**config.mk**
```make
export PLATFORM = sky130hd
export DESIGN_NAME = paralelo_serial
export DESIGN_NICKNAME = d
export VERILOG_FILES = /design/src/rtl/paralelo_serial.sv
export SDC_FILE = /design/constraint.sdc
export NUM_CORES = 1
export LEC_CHECK = 0
export ABC_CLOCK_PERIOD_IN_PS = 4800
export CORE_ASPECT_RATIO = 0.7
export CORE_MARGIN = 2
export CORE_UTILIZATION = 40
export DETAILED_ROUTE_END_ITERATION = 7
export PLACE_DENSITY = 0.72
export SLEW_MARGIN = 20
export SYNTH_ARGS = -nofsm -noshare
export SYNTH_HDL_FRONTEND = slang
export SYNTH_SLANG_ARGS = --single-unit
```
**constraint.sdc**
```tcl
create_clock -name clk_32f -period 4.8 [get_ports clk_32f]
set_clock_uncertainty 0.15 [all_clocks]
set_input_delay 1.2 -clock clk_32f [delete_from_list [all_inputs] [get_ports clk_32f]]
set_output_delay 1.2 -clock clk_32f [all_outputs]
set_load 0.01 [all_outputs]
```
**src/rtl/paralelo_serial.sv**
```systemverilog
`default_nettype none
// ============================================================================
//  Module   : paralelo_serial
//  Purpose  : Transmit-side byte serializer. Bytes arrive over a valid/ready
//             handshake into a one-entry holding register and are shifted out
//             MSB-first, one bit per clk_32f edge, eight bits per symbol.
//             After reset a preamble of SYNC_COUNT COM symbols is sent for
//             receiver alignment; afterwards COM is used as idle fill.
//  Revision : 1.0  initial release
// ----------------------------------------------------------------------------
//  Ports
//    clk_32f    in   1  bit clock, rising edge
//    reset      in   1  asynchronous, active-high
//    data_in    in   8  byte to transmit
//    valid_in   in   1  data_in is valid
//    ready_in   out  1  holding register empty (byte taken when valid&&ready)
//    data_out   out  1  serial stream, registered
//    sym_start  out  1  high while data_out carries bit 7 of a symbol
//    sym_data   out  1  high for all 8 bits of a symbol taken from data_in
//    active     out  1  high once the COM preamble has been launched
// ============================================================================
module paralelo_serial #(
    parameter logic [7:0]  COM        = 8'hBC,
    parameter int unsigned SYNC_COUNT = 4
) (
    input  logic       clk_32f,
    input  logic       reset,
    input  logic [7:0] data_in,
    input  logic       valid_in,
    output logic       ready_in,
    output logic       data_out,
    output logic       sym_start,
    output logic       sym_data,
    output logic       active
);

    // Value of sync_cnt on the boundary edge that launches the last preamble COM.
    localparam logic [3:0] SYNC_LAST = 4'(SYNC_COUNT - 1);

    typedef enum logic [0:0] {
        SYNC = 1'b0,
        RUN  = 1'b1
    } state_t;

    state_t     state;
    logic [2:0] bit_cnt;
    logic [7:0] shreg;
    logic [7:0] hold;
    logic       hold_full;
    logic [3:0] sync_cnt;

    logic [7:0] nxt;
    logic       drain;
    logic       accept;

    // Symbol selection: the held byte is only consumed on a symbol boundary
    // once the preamble is finished; everything else is COM.
    always_comb begin
        drain = (bit_cnt == 3'd0) && (state == RUN) && hold_full;
        nxt   = drain ? hold : COM;
    end

    // Accept needs an empty holding register while drain needs a full one,
    // so the two can never happen on the same edge.
    assign accept   = valid_in && !hold_full;
    assign ready_in = !hold_full;

    always_ff @(posedge clk_32f or posedge reset) begin
        if (reset) begin
            state     <= SYNC;
            bit_cnt   <= 3'd0;
            shreg     <= 8'd0;
            hold      <= 8'd0;
            hold_full <= 1'b0;
            sync_cnt  <= 4'd0;
            data_out  <= 1'b0;
            sym_start <= 1'b0;
            sym_data  <= 1'b0;
            active    <= 1'b0;
        end else begin
            bit_cnt <= bit_cnt + 3'd1;

            if (bit_cnt == 3'd0) begin
                data_out  <= nxt[7];
                shreg     <= {nxt[6:0], 1'b0};
                sym_start <= 1'b1;
                sym_data  <= drain;
                if (state == SYNC) begin
                    sync_cnt <= sync_cnt + 4'd1;
                    // Switch on the edge that launches the final preamble COM,
                    // so the next boundary can already carry data.
                    if (sync_cnt == SYNC_LAST) begin
                        state  <= RUN;
                        active <= 1'b1;
                    end
                end
            end else begin
                data_out  <= shreg[7];
                shreg     <= {shreg[6:0], 1'b0};
                sym_start <= 1'b0;
            end

            if (drain) begin
                hold_full <= 1'b0;
            end else if (accept) begin
                hold      <= data_in;
                hold_full <= 1'b1;
            end
        end
    end

endmodule
`default_nettype wire

```
==> impl_results.md <==
* NumNets Final at 105
* Sink Count at 28
* CTS buffer count at 3
* Most frequent cells in the layout: dfrtp_1, clkdlybuf4s50_1, mux2_2
* Normalized max-slew margin at 55.2%
* WL per Instance at 12.8 um
* Worst-path maximum fanout at 5
* Detailed Routing Iterations Pass 1 at 2
* Final Hold Fails at 0
* Seq cells post-synth at 28
* P&R area growth vs syn at 24.0%
* Initial antenna violation count at 0
* Die area at 0.00313 mm^2
* Final setup violating endpoints at 0
* Detailed Route WL at 1590 um
* I/O Buffers at 15
* HP Class: flip-flop to flip-flop
* Non-Filler Instances at 124
* IO Pins at 16
* Worst-path clk slew at 0.09 ns
* CP max stage cell: clkdlybuf4s50_1
* Final HPWL DP at 1170 um
* Vias in the first global route at 569
* Worst setup EP type: output pin
* Placer Congestion at 0.721
* Most common cell after layout, fill and taps aside: dfrtp_1
* Fin area at 0.00134 mm^2
* CTS tree: yes
* Largest net degree at the start of global routing at 29
* Syn avg cell area at 15.0 um^2
* # H-tree levels at 1
* Period minus WS final at 2.67 ns
* Outcome: finished, final reports clean
* Area fraction of the dominant cell type after synthesis at 65.0%
* Maxcap violations at 0
* Fin crit share at 55.7%
* Grt ovf at 0
* Drt drc at 0
* Resized Gates After CTS at 0
* Fin util at 53.1%
* Slowest stage delay, CP at 0.54 ns
* Placed Instance Area at 0.00126 mm^2
* Total number of vias at 599
* DIE WIDTH at 66.0 um
* Type of origin of the critical path: flip-flop
* Power Dens Cells at 364 mW/mm^2
* Worst-Margin Slew at 0.670 ns
* First-pass GRT wire length at 2660 um
* Post-CTS Setup Inserts at 0
* Max-slew violations at 0
* Drt via density at 4.83
* Die H at 47.4 um
* Syn Std Cell Area at 0.00108 mm^2
* LEAKAGE at 0.581 nW
* Sequential-to-total area share from yosys stat at 65.0%
* Starting density of the core at 42.8%
* Drt first-iter violations at 20
* Fmax at 374 MHz
* Crit Path Category: flip-flop to output pin
* Peak VDD IR at 242 uV
* N_diodes at 0
* Setup TNS at 0 ns
* Design Power at 0.487 mW
* Post-synthesis cell type count at 22
* RSZ-0062 raised after global routing: no
* Hold Buf Count CTS at 0
* Placed Cells at 120
* Overall Global Routing Usage at 12.2%
* Clk Latency, worst-skew pair at 0.27 ns
* Post-Synthesis Cells at 72
* Post-DRT Antenna Nets at 0
* Crit path required time at 3.45 ns
* Yosys warns at 0
* Placeable Area at 0.00251 mm^2
* Worst path arrival time at 1.32 ns
* Layout cells sized above 1 at 22.2%
* Area leader, netlist: dfrtp_1
* Root buffer cell: clkbuf_8
* Clock tree buffer depth at 2
* Num rows at 15
* Syn Nets at 86
* Top cells by area, synth: dfrtp_1, mux2_2, ha_1
* Cell Chain, Critical Path: inv_1 > clkdlybuf4s50_1
[Yosys cell counts, drive strengths merged]
cell / instances
a22o: 2
mux2: 9
nand4: 1
inv: 5
a21o: 2
dfrtp: 28
o22a: 5
and3: 1
nor2b: 1
buf: 1
nand2: 3
xor2: 2
nor2: 2
and2: 1
nand2b: 1
xnor2: 2
nor3b: 2
ha: 3
nand3: 1
[stage by stage]
| step | setup WS [ns] | hold slack (ns) |
|---|---|---|
| after floorplan | 2.71 | 0.268 |
| after global placement | 1.91 | 0.278 |
| after detailed placement | 1.89 | 0.288 |
| after CTS | 2.11 | 0.300 |
| after global routing | 2.07 | 0.344 |
| final | 2.13 | 0.293 |
[critical path, delay by kind of cell, from the launching register on]
kind | cells | cell delay, ns
buf+inv | 2 | 0.61
flops | 1 | 0.45
[sequential cells by signal, indices dropped and copies added, names as in the netlist]
name,count
active,1
shreg,7
sym_data,1
bit_cnt,3
state,1
sym_start,1
hold_full,1
hold,8
data_out,1
sync_cnt,4
[layer usage]
metal / GRT usage (%) / share of wire (%)
met3: 4.94 / 4.6
met4: 4.90 / 1.1
met1: 16.8 / 52
met2: 17.6 / 42
met5: 0 / 0
[logic make-up (layout without fill, tap and decap cells)]
group,after synthesis,count (layout),share of synthesized area (%)
compound gates,9,9,7.20
buf+inv,6,24,2.44
fa+ha+maj,3,3,3.48
mux,9,9,9.41
flops,28,28,65.0
simple gates,13,13,9.18
xor+xnor,4,4,3.25
[path summary, 6_finish.rpt]
kind | start | end | slack, ns | cells after the start
max in group asynchronous | reset | active | 2.98 | 2
max reg2reg | hold_full | hold[4] | 3.13 | 2
min in group asynchronous | reset | hold[4] | 1.14 | 2
min | bit_cnt[0] | bit_cnt[0] | 0.29 | 1
min reg2reg | bit_cnt[0] | bit_cnt[0] | 0.29 | 1
max | hold_full | ready_in | 2.13 | 2
[power breakdown]
part           total (mW)  internal (mW)  switching (mW)  leakage [nW]
Clock               0.182          0.112          0.0707        0.0357
Combinational      0.0380         0.0256          0.0124         0.220
Sequential          0.266          0.257         0.00944         0.326
Total               0.487          0.394          0.0925         0.581
[cell type report]
cell class,instances,area [um^2]
fill,234,1180
clock buffer,3,41.3
clock inverter,1,30.0
inverter,5,21.3
sequential,28,701
tap,34,42.5
timing repair buffer,15,150
multi-input combinational,38,350
(Power assumes the default switching activity.)
